### config.mk
export PLATFORM = sky130hd
export DESIGN_NAME = dff_reg_arbiter
export DESIGN_NICKNAME = d
export VERILOG_FILES = /design/src/rtl/dff_reg_arbiter.sv
export SDC_FILE = /design/constraint.sdc
export NUM_CORES = 1
export LEC_CHECK = 0
export BUFFER_PORTS_ARGS = -buffer_cell sky130_fd_sc_hd__buf_2
export CORE_MARGIN = 4
export CORE_UTILIZATION = 38
export CTS_BUF_LIST = sky130_fd_sc_hd__clkbuf_8
export CTS_CLUSTER_DIAMETER = 100
export DETAILED_ROUTE_END_ITERATION = 8
export PLACE_DENSITY = 0.77
export SLEW_MARGIN = 10
export SYNTH_ARGS = -nofsm -noshare
export SYNTH_HDL_FRONTEND = slang
export SYNTH_SLANG_ARGS = --single-unit
### constraint.sdc
create_clock -name clock -period 2.14 [get_ports clock]
set_input_delay 0.107 -clock clock [delete_from_list [all_inputs] [get_ports clock]]
set_output_delay 0.107 -clock clock [all_outputs]
set_load 0.005 [all_outputs]
### src/rtl/dff_reg_arbiter.sv
// Round-robin arbiter granting NREQ requesters exclusive write tenure over one shared WIDTH-bit q/qbar register.
// Optional feature macro HOLD_TIMEOUT_EN bounds each tenure to HOLD_MAX cycles and pulses timeout on forced release.
module dff_reg_arbiter #(
  parameter int NREQ     = 4,
  parameter int WIDTH    = 8,
  parameter int HOLD_MAX = 15
) (
  input  logic                  clock,
  input  logic                  clear,
  input  logic [NREQ-1:0]       req,
  input  logic [NREQ-1:0]       wr_en,
  input  logic [NREQ*WIDTH-1:0] wr_data,
  output logic [NREQ-1:0]       gnt,
  output logic [WIDTH-1:0]      q,
  output logic [WIDTH-1:0]      qbar,
  output logic                  busy,
  output logic                  timeout
);
  localparam int IDX_W = $clog2(NREQ);

  typedef enum logic [1:0] {IDLE, GRANT, RELEASE} state_t;

  generate
    if (NREQ < 2 || NREQ > 8) begin : g_bad_nreq
      $error("dff_reg_arbiter: NREQ must be in 2..8");
    end
    if (HOLD_MAX < 1) begin : g_bad_hold
      $error("dff_reg_arbiter: HOLD_MAX must be at least 1");
    end
  endgenerate

  state_t              state, state_nxt;
  logic [IDX_W-1:0]    owner, owner_nxt, owner_inc;
  logic [IDX_W-1:0]    rr_ptr, rr_ptr_nxt;
  logic [NREQ-1:0]     gnt_nxt;
  logic [NREQ-1:0]     cand;
  logic [2*NREQ-1:0]   cand_dbl;
  logic [NREQ-1:0]     cand_rot;
  logic                pick_vld;
  logic [IDX_W-1:0]    pick_idx;
  logic [IDX_W:0]      pick_sum;
  logic [WIDTH-1:0]    owner_data;
  logic                owner_req, owner_wr;
  logic                do_write;
  logic                force_rel;

  // Rotate candidates so bit 0 is rr_ptr; the lowest set bit is the winner.
  assign cand_dbl = {cand, cand};
  assign cand_rot = NREQ'(cand_dbl >> rr_ptr);

  always_comb begin
    // NOTE: every variable gets a default before any branch, so no path leaves one unassigned and no latch is inferred.
    pick_vld = 1'b0;
    pick_idx = '0;
    pick_sum = '0;
    for (int off = NREQ - 1; off >= 0; off--) begin
      if (cand_rot[off]) begin
        pick_vld = 1'b1;
        pick_sum = {1'b0, rr_ptr} + (IDX_W+1)'(off);
        pick_idx = (pick_sum >= (IDX_W+1)'(NREQ)) ? IDX_W'(pick_sum - (IDX_W+1)'(NREQ))
                                                   : IDX_W'(pick_sum);
      end
    end
  end

  always_comb begin
    owner_data = '0;
    owner_req  = 1'b0;
    owner_wr   = 1'b0;
    for (int i = 0; i < NREQ; i++) begin
      if (owner == IDX_W'(i)) begin
        owner_data = wr_data[i*WIDTH +: WIDTH];
        owner_req  = req[i];
        owner_wr   = wr_en[i];
      end
    end
  end

  assign owner_inc = (owner == IDX_W'(NREQ - 1)) ? '0 : owner + 1'b1;

`ifdef HOLD_TIMEOUT_EN
  localparam int CNT_W = $clog2(HOLD_MAX + 1);

  logic [CNT_W-1:0] hold_cnt;
  logic [NREQ-1:0]  locked;
  logic [NREQ-1:0]  lock_set;

  assign force_rel = owner_req && (hold_cnt == CNT_W'(HOLD_MAX - 1));
  // A timed-out owner stays masked until it drops req, so it cannot win straight back.
  assign lock_set  = ((state == GRANT) && force_rel) ? (NREQ'(1) << owner) : '0;
  assign cand      = req & ~locked;

  always_ff @(posedge clock) begin
    if (clear) begin
      hold_cnt <= '0;
      locked   <= '0;
      timeout  <= 1'b0;
    end else begin
      hold_cnt <= (state == GRANT) ? hold_cnt + 1'b1 : '0;
      locked   <= (locked & req) | lock_set;
      timeout  <= (state == GRANT) && force_rel;
    end
  end
`else
  assign force_rel = 1'b0;
  assign cand      = req;
  assign timeout   = 1'b0;
`endif

  always_comb begin
    state_nxt  = state;
    gnt_nxt    = gnt;
    owner_nxt  = owner;
    rr_ptr_nxt = rr_ptr;
    do_write   = 1'b0;
    unique case (state)
      IDLE, RELEASE: begin
        gnt_nxt   = '0;
        state_nxt = IDLE;
        if (pick_vld) begin
          state_nxt = GRANT;
          gnt_nxt   = NREQ'(1) << pick_idx;
          owner_nxt = pick_idx;
        end
      end
      GRANT: begin
        // The owner's write lands even on the edge where its tenure ends.
        do_write = owner_wr;
        if (!owner_req || force_rel) begin
          gnt_nxt    = '0;
          rr_ptr_nxt = owner_inc;
          state_nxt  = RELEASE;
        end
      end
      default: begin
        state_nxt = IDLE;
        gnt_nxt   = '0;
      end
    endcase
  end

  // NOTE: clear is synchronous, so it is tested inside the clocked block and overrides everything at that edge.
  always_ff @(posedge clock) begin
    if (clear) begin
      state  <= IDLE;
      gnt    <= '0;
      owner  <= '0;
      rr_ptr <= '0;
      q      <= '0;
    end else begin
      // NOTE: state uses non-blocking assignments so every flop samples pre-edge values, independent of statement order.
      state  <= state_nxt;
      gnt    <= gnt_nxt;
      owner  <= owner_nxt;
      rr_ptr <= rr_ptr_nxt;
      if (do_write) q <= owner_data;
    end
  end

  assign qbar = ~q;
  assign busy = (state == GRANT);

endmodule

==> results.md <==
* Post_cts resized at 0
* Bufs on Longest Clock Path at 2
* CTS sink cnt at 18
* First-pass GRT wire length at 5.40 mm
* Syn Std Cell Area at 1140 µm²
* Area occupied by multi-input gates at 681 µm²
* H-tree depth at 1
* Hold buffer count at CTS at 0
* Commonest non-fill, non-tap cells in the layout: 62 x buf_2, 18 x dfxtp_1, 14 x inv_1, 14 x nor2_1, 11 x nor3_1
* Commonest non-fill, non-tap cell in the layout: buf_2
* Mapped Cells at 139
* Vias in the first global route at 1281
* First-pass DRT Iterations at 4
* Clock power frac at 29.0%
* Post-CTS Repair Setup Buffers at 0
* Internal at 666 µW
* Remaining DRCs at 0
* Slew Viols, Final at 0
* Share of cells above drive strength 1 at 39.4%
* Die Y at 62.8 µm
* Area growth syn-to-layout at 32.6%
* First DRT Iteration DRCs at 59
* Row count at 19
* Width of the die at 62.8 µm
* Core Util, Final at 53.9%
* NetSw at 281 µW
* EDFF count, synth at 0
* Final GP Congestion at 0.780
* Comb power frac at 30.9%
* Grt total ovfl at 0
* Sequential share of power at 40.1%
* Final Hold Vio Count at 0
* CTS tree: built
* VDD IR-drop max at 0.348 mV
* Data required time of the worst path at 2280 ps
* Final setup vio count at 0
* # IOs at 64
* Pwr dens at 626 nW/µm²
* Mean post-synth cell area at 8.21 µm²
* Via count of the routed design at 1275
* LEAKAGE at 0.682 nW
* CTS Root Cell: clkbuf_8
* Initial antenna violation count at 0
* CP Launch Type: flip-flop
* Setup repair after global routing missed its margin: false
* Final Cell Area at 1510 µm²
* Core Region at 2810 µm²
* Fill cell count at 283
* Post-DP Area at 1460 µm²
* Syn nets at 185
* Critical path endpoint category: flip-flop
* Yosys cell types at 36
* Worst clock skew at 4.71 ps
* Min-delay worst type: input port to flip-flop
* Worst skew pair latency at 250 ps
* Rel. slew slack at 64.8%
* Synth Register Bits at 18
* Fin crit share at 97.0%
* Via/cell ratio at 5.57
* Layout Nets at 245
* Max Cap Violations at 0
* Post-synth ARST share at 0%
* Die ar. at 3940 µm²
* Dominant synthesized flop cell: dfxtp_1
* DR WL/cell at 14.3 µm
* Post-synthesis sequential area ratio at 31.6%
* IO buf count at 62
* Fin Setup TNS at 0 ps
* CP max FO at 8
* Post-DP HPWL at 2.65 mm
* Max Clk Rate at 0.482 GHz
* Seq. cell area at 360 µm²
* Largest net degree at the start of global routing at 25
* Antenna fix cells at 0
* Critical path class: flip-flop to flip-flop
* Status: complete, no violations
* Sw frac at 29.7%
* Yosys warnings at 0
* Total global routing track utilization at 16.8%
* Worst-path clk slew at 70 ps
* CTS Buf Count at 3
* Critical Path AT at 2220 ps
* Initial core utilization at 40.7%
* Drt total wl at 3.27 mm
* Minimum clock period at 2080 ps
* Worst-margin pin slew at 525 ps
* DRT antenna net count at 0
==> power by group through the flow <==
stage	sequential, mW	combinational, mW	clock [mW]
finish	0.379	0.293	0.275
global route	0.383	0.322	0.296
global placement	0.386	0.287	0
floorplan	0.385	0.184	0
CTS	0.379	0.291	0.279
detailed placement	0.387	0.289	0
==> Yosys cell counts, types with 2 or more instances <==
master	count	area [µm²]
buf_2	2	10.0
a221oi_1	8	70.1
or2_2	2	12.5
a21oi_1	7	35.0
inv_1	14	52.6
a32o_1	4	40.0
nor3b_1	2	15.0
o22ai_1	8	50.1
nor2b_1	3	18.8
nor3_1	11	55.1
nand2_1	5	18.8
nand2b_1	3	18.8
clkbuf_1	4	15.0
ha_1	4	50.1
nor2_1	14	52.6
o21ai_0	4	20.0
mux2i_1	2	20.0
dfxtp_1	18	360
mux2_2	7	78.8
==> per-layer routing <==
layer | GRT usage [%] | wire, µm | vias up
met4 | 5.23 | 38 | 0
met3 | 6.12 | 314 | 5
li1 | - | - | 626
met5 | 0 | 0 | -
met2 | 30.6 | 1610 | 56
met1 | 18.0 | 1310 | 588
==> sequential cells by signal (all words and copies together) (netlist names) <==
name / cells
gnt: 4
rr_ptr: 2
q: 8
owner: 2
state: 2
==> worst max-delay path, cell delays in order, from the launching register on <==
cell and delay, ps:
dfxtp_1 370, inv_1 100, ha_1 240, nor2b_1 160
a221o_1 350, a32oi_4 350, mux2_2 390
==> path summary, 6_finish.rpt <==
| path | depth (start not counted) | end | startpoint | slack, ps |
|---|---|---|---|---|
| hold / removal | 5 | q[6] | wr_data[30] | 250 |
| setup / recovery | 6 | q[3] | owner[0] | 60 |
| setup reg to reg | 6 | q[3] | owner[0] | 60 |
| hold reg to reg | 1 | gnt[2] | gnt[2] | 470 |
==> final cells by class <==
type / count / share of cell area [%]
multi-input combinational: 98 / 45.0
inverter: 14 / 3.47
timing repair buffer: 64 / 21.5
sequential: 18 / 23.8
clock buffer: 4 / 3.64
tap: 31 / 2.56
==> cell families (layout without fill, tap and decap cells) <==
group | count (synthesis) | after routing | synth area share (%)
AOI/OAI and AO/OA | 39 | 39 | 26.8
DFF | 18 | 18 | 31.6
and+or+nand+nor | 45 | 45 | 19.5
adders and majority gates | 4 | 4 | 4.39
other | 1 | 1 | 0.329
muxes | 9 | 9 | 8.66
buffers and inverters | 23 | 82 | 8.77
==> through the flow <==
stage	setup WS, ps	hold slack (ps)	power (mW)	cells
2_1_floorplan	151	356	0.569	139
3_3_place_gp	163	451	0.672	225
3_5_place_dp	81.9	456	0.676	225
4_1_cts	71.9	251	0.949	229
5_1_grt	1.33	295	1.00	229
6_report	63.7	254	0.947	229
Note: power is estimated with default switching activity, not from simulation.
